==> src/rtl/mult_seq_shift_add.sv <==
// -----------------------------------------------------------------------------
// mult_seq_shift_add
//
// Sequential unsigned shift-and-add multiplier. One partial product is folded
// into the accumulator per clock, so every product takes exactly W clocks
// regardless of operand values. The 2*W-bit product feeds the FMAC
// accumulate adder, which can stall this block through out_ready.
//
// Ports:
//   clk        rising-edge clock
//   rst_n      asynchronous active-low reset (release synchronised upstream)
//   in_valid   operands a/b are valid
//   in_ready   block can accept operands (high only in IDLE)
//   a          multiplicand, unsigned, W bits
//   b          multiplier, unsigned, W bits
//   out_valid  product p is valid (high only in DONE)
//   out_ready  downstream accepts p
//   p          product a*b, 2*W bits, meaningful only while out_valid=1
// -----------------------------------------------------------------------------
module mult_seq_shift_add #(
  parameter int W = 8
) (
  input  logic           clk,
  input  logic           rst_n,
  input  logic           in_valid,
  output logic           in_ready,
  input  logic [W-1:0]   a,
  input  logic [W-1:0]   b,
  output logic           out_valid,
  input  logic           out_ready,
  output logic [2*W-1:0] p
);

  // Step counter must be able to hold W itself, hence ceil(log2(W+1)) bits.
  localparam int CW = $clog2(W + 1);
  localparam logic [CW-1:0] LAST_STEP = CW'(W - 1);

  typedef enum logic [1:0] {
    IDLE = 2'd0,
    BUSY = 2'd1,
    DONE = 2'd2
  } state_t;

  state_t          state_r;
  state_t          state_s;
  logic [2*W-1:0]  acc_r;
  logic [2*W-1:0]  mcand_r;
  logic [W-1:0]    mplier_r;
  logic [CW-1:0]   cnt_r;

  // State register; an async reset returns the block to IDLE at once.
  always_ff @(posedge clk or negedge rst_n) begin
    if (!rst_n) begin
      state_r <= IDLE;
    end else begin
      state_r <= state_s;
    end
  end

  // Next-state logic; an unreachable encoding recovers to IDLE.
  always_comb begin
    state_s = state_r;
    case (state_r)
      IDLE: begin
        if (in_valid) begin
          state_s = BUSY;
        end else begin
          state_s = IDLE;
        end
      end
      BUSY: begin
        // No early exit on a zero multiplier: latency stays fixed at W.
        if (cnt_r == LAST_STEP) begin
          state_s = DONE;
        end else begin
          state_s = BUSY;
        end
      end
      DONE: begin
        if (out_ready) begin
          state_s = IDLE;
        end else begin
          state_s = DONE;
        end
      end
      default: begin
        state_s = IDLE;
      end
    endcase
  end

  // Handshake outputs are pure decodes of the state register, so neither
  // depends combinationally on in_valid or out_ready.
  always_comb begin
    in_ready  = 1'b0;
    out_valid = 1'b0;
    case (state_r)
      IDLE: begin
        in_ready  = 1'b1;
        out_valid = 1'b0;
      end
      DONE: begin
        in_ready  = 1'b0;
        out_valid = 1'b1;
      end
      default: begin
        in_ready  = 1'b0;
        out_valid = 1'b0;
      end
    endcase
  end

  // Datapath: load operands on accept, one shift-and-add step per BUSY cycle,
  // hold everything otherwise so p stays stable under backpressure.
  always_ff @(posedge clk or negedge rst_n) begin
    if (!rst_n) begin
      acc_r    <= '0;
      mcand_r  <= '0;
      mplier_r <= '0;
      cnt_r    <= '0;
    end else begin
      case (state_r)
        IDLE: begin
          if (in_valid) begin
            mcand_r  <= {{W{1'b0}}, a};
            mplier_r <= b;
            acc_r    <= '0;
            cnt_r    <= '0;
          end else begin
            mcand_r  <= mcand_r;
            mplier_r <= mplier_r;
            acc_r    <= acc_r;
            cnt_r    <= cnt_r;
          end
        end
        BUSY: begin
          // A W x W unsigned product fits in 2*W bits, so the add never carries out.
          if (mplier_r[0]) begin
            acc_r <= acc_r + mcand_r;
          end else begin
            acc_r <= acc_r;
          end
          mcand_r  <= mcand_r << 1;
          mplier_r <= mplier_r >> 1;
          cnt_r    <= cnt_r + CW'(1);
        end
        default: begin
          acc_r    <= acc_r;
          mcand_r  <= mcand_r;
          mplier_r <= mplier_r;
          cnt_r    <= cnt_r;
        end
      endcase
    end
  end

  assign p = acc_r;

endmodule
==> config.mk <==
export PLATFORM = sky130hd
export DESIGN_NAME = mult_seq_shift_add
export DESIGN_NICKNAME = d
export VERILOG_FILES = /design/src/rtl/mult_seq_shift_add.sv
export SDC_FILE = /design/constraint.sdc
export NUM_CORES = 1
export LEC_CHECK = 0
export CAP_MARGIN = 20
export CORE_MARGIN = 10
export CORE_UTILIZATION = 55
export DETAILED_ROUTE_END_ITERATION = 10
export GPL_TIMING_DRIVEN = 0
export PLACE_DENSITY = 0.9
export SYNTH_ARGS = -nofsm -noshare
export SYNTH_HDL_FRONTEND = slang
export SYNTH_SLANG_ARGS = --single-unit
==> constraint.sdc <==
create_clock -name clk -period 4 [get_ports clk]
set_clock_uncertainty 0.15 [all_clocks]
set_input_delay 0.8 -clock clk [delete_from_list [all_inputs] [get_ports clk]]
set_output_delay 0.8 -clock clk [all_outputs]
set_load 0.02 [all_outputs]
==> flow_summary.ini <==
[global_route]
antenna_found_initial = 0
busiest_layer = met2
grt_max_degree = 35
grt_pass1_wl_um = 10700
grt_use_met3 = 0.0428
use_met1 = 0.198
grt_use_met2 = 0.295
grt_pass1_vias = 2367
grt_use_total = 0.170
overflow = 0

[sta]
fin_crit_ns = 2.50
tns_ns = 0
drv_slew = 0
setup_viol_count_final = 0
slew_headroom = 0.667
worst_pin_slew_ns = 0.496
grt_setup_unrepaired = false
hold_violations = 0
fin_crit_sh = 0.625
fmax_ghz = 0.400

[synthesis]
synth_area_leaders = dfrtp_1 43%, nand2_1 9.7%, ha_1 7.5%
synthArstFlopShare = 1.00
synthesis.area_um2 = 2660
avgSynthCellArea_um2 = 9.04
synth_top_area_cell = dfrtp_1
synth_top_flop_cell = dfrtp_1
synth_common_cells = 69 x nand2_1, 46 x dfrtp_1, 25 x o21ai_0
synth_nets = 331
ys_seq_area_frac = 0.433
synth_cell_type_count = 49
synth_most_common_cell = nand2_1
synth_top_area_frac = 0.433
yosysWarnings = 0
synth_seq_cells = 46
synthCells = 294
synth_edf_count = 0

[placed_design]
place_area_um2 = 3110
gp_congestion = 0.856
dpl.hpwl_um = 4910
io_buffers = 37

[layout]
final_area_um2 = 3190
antenna-diode-count = 0
nets = 376
drive_gt1_frac = 0.0531
area_delta_synth_final_pct = 19.9

[clock_network]
clk_pin_slew_ns = 0.08
h-tree-depth = 2
holdBufCountCts = 0
insertion_delay_ns = 0.30
post-cts-setup-buffer-count = 0
numCtsBuffers = 5
cts.path.max_buffers = 2
cts_tree = yes
clockRootBuffer = clkbuf_8
cts_sinks = 46
cts_resized = 0

[worst_setup_path]
crit_chain = ha_1 > inv_1 > fa_1 > nor2b_1 > o31a_1 > o21ai_1 > a21bo_2 > a32o_1
regToRegSetupSlack_ns = 1.50
r2r-start = p[0]$_DFFE_PN0P_
max_stage_delay_ns = 0.41
crit_family = compound AO/OA/AOI/OAI gates
crit_fanout = 6
required_ns = 4.04
crit_buf_inv = 1
worstReg2RegEnd = p[10]$_DFFE_PN0P_
cp-start-kind = flip-flop
cp_slowest_cell = dfrtp_1
cp.arrival_ns = 2.54
crit_type = reg -> reg
worst-r2r-cell-count = 8
cp-end-kind = flip-flop

[run_status]
status = finished, final reports clean

[pwr]
leakage_nw = 1.39
peakVddDrop_v = 0.000401
p_per_area_nw_per_um2 = 941

[drt]
drt_iter0_drc = 111
wl_um = 6410
vias_per_cell = 6.02
vias = 2365
drc = 0
avgRoutedWirePerCell_um = 16.3
postRouteAntennaNets = 0
first_pass_iters = 4

[floorplanning]
fp.dieW_um = 89.5
die_area_um2 = 8010
die_y_um = 89.5
core_area_um2 = 4690
row_count = 25
pin_count = 38
initial_core_util = 0.566

[worst_hold_path]
hp-class = in -> async

[flow_run]
maxCapViolCount = 0
## sequential cells by signal, indices dropped and copies added, names as in the netlist
| signal | flops |
|---|---|
| mcand_r | 16 |
| p | 16 |
| mplier_r | 8 |
| cnt_r | 4 |
| state_r | 2 |
## routing by layer
metal / vias up / wire (um)
li1: 1153 / -
met1: 1138 / 2820
met2: 60 / 3160
met3: 14 / 311
met4: 0 / 115
met5: - / 0
## power breakdown
| part | switching, mW | internal [mW] | total [mW] |
|---|---|---|---|
| clock | 0.151 | 0.121 | 0.272 |
| combinational | 1.05 | 0.805 | 1.85 |
| sequential | 0.186 | 0.688 | 0.874 |
## cell families after synthesis
| logic type | after synthesis | share of synthesized area |
|---|---|---|
| and+or+nand+nor | 118 | 0.194 |
| AOI/OAI and AO/OA | 91 | 0.246 |
| DFF | 46 | 0.433 |
| adders and majority gates | 17 | 0.0829 |
| buffers and inverters | 16 | 0.0240 |
| xor gates and xnor gates | 6 | 0.0198 |
## area by class of cell
cell class                 instances  area [um2]
multi-input combinational        232        1440
clock buffer                       7        76.3
tap                               54        67.6
timing repair buffer              38         385
sequential                        46        1150
fill                             387        1510
buffer                            13        52.6
inverter                           3        11.3
## placed cells by master (no fill, tap or decap), types with 5 or more instances in the layout
master,n
a21oi_1,8
a31oi_1,13
a32o_1,5
clkbuf_1,12
clkbuf_8,5
clkdlybuf4s50_1,36
dfrtp_1,46
ha_1,16
nand2_1,69
nor2_1,22
nor2b_1,5
o21ai_0,25
xor2_1,5
## worst max-delay path by stage
stage,start,end,cells past startpoint
finish,p[0]$_DFFE_PN0P_,p[10]$_DFFE_PN0P_,8
floorplan,p[0]$_DFFE_PN0P_,p[10]$_DFFE_PN0P_,8
CTS,state_r[1]$_DFF_PN0_,in_ready,2
global placement,rst_n,mplier_r[1]$_DFFE_PN0P_,1
detailed placement,in_valid,mcand_r[7]$_DFFE_PN0P_,6
global route,p[0]$_DFFE_PN0P_,p[12]$_DFFE_PN0P_,8
## per-stage QoR
stage | hold WS (ns) | total power, mW | utilization | worst slack, ns | instances
after floorplan | 0.316 | 2.18 | - | 1.71 | 294
after global placement | 0.332 | 2.64 | 0.660 | 0.727 | 385
after CTS | 0.238 | 3.00 | 0.679 | 1.50 | 393
after global routing | 0.243 | 3.26 | 0.679 | 1.35 | 393
after detailed placement | 0.353 | 2.72 | 0.663 | 1.40 | 386
final | 0.232 | 3.00 | 0.679 | 1.50 | 393
Note: power is estimated with default switching activity, not from simulation.
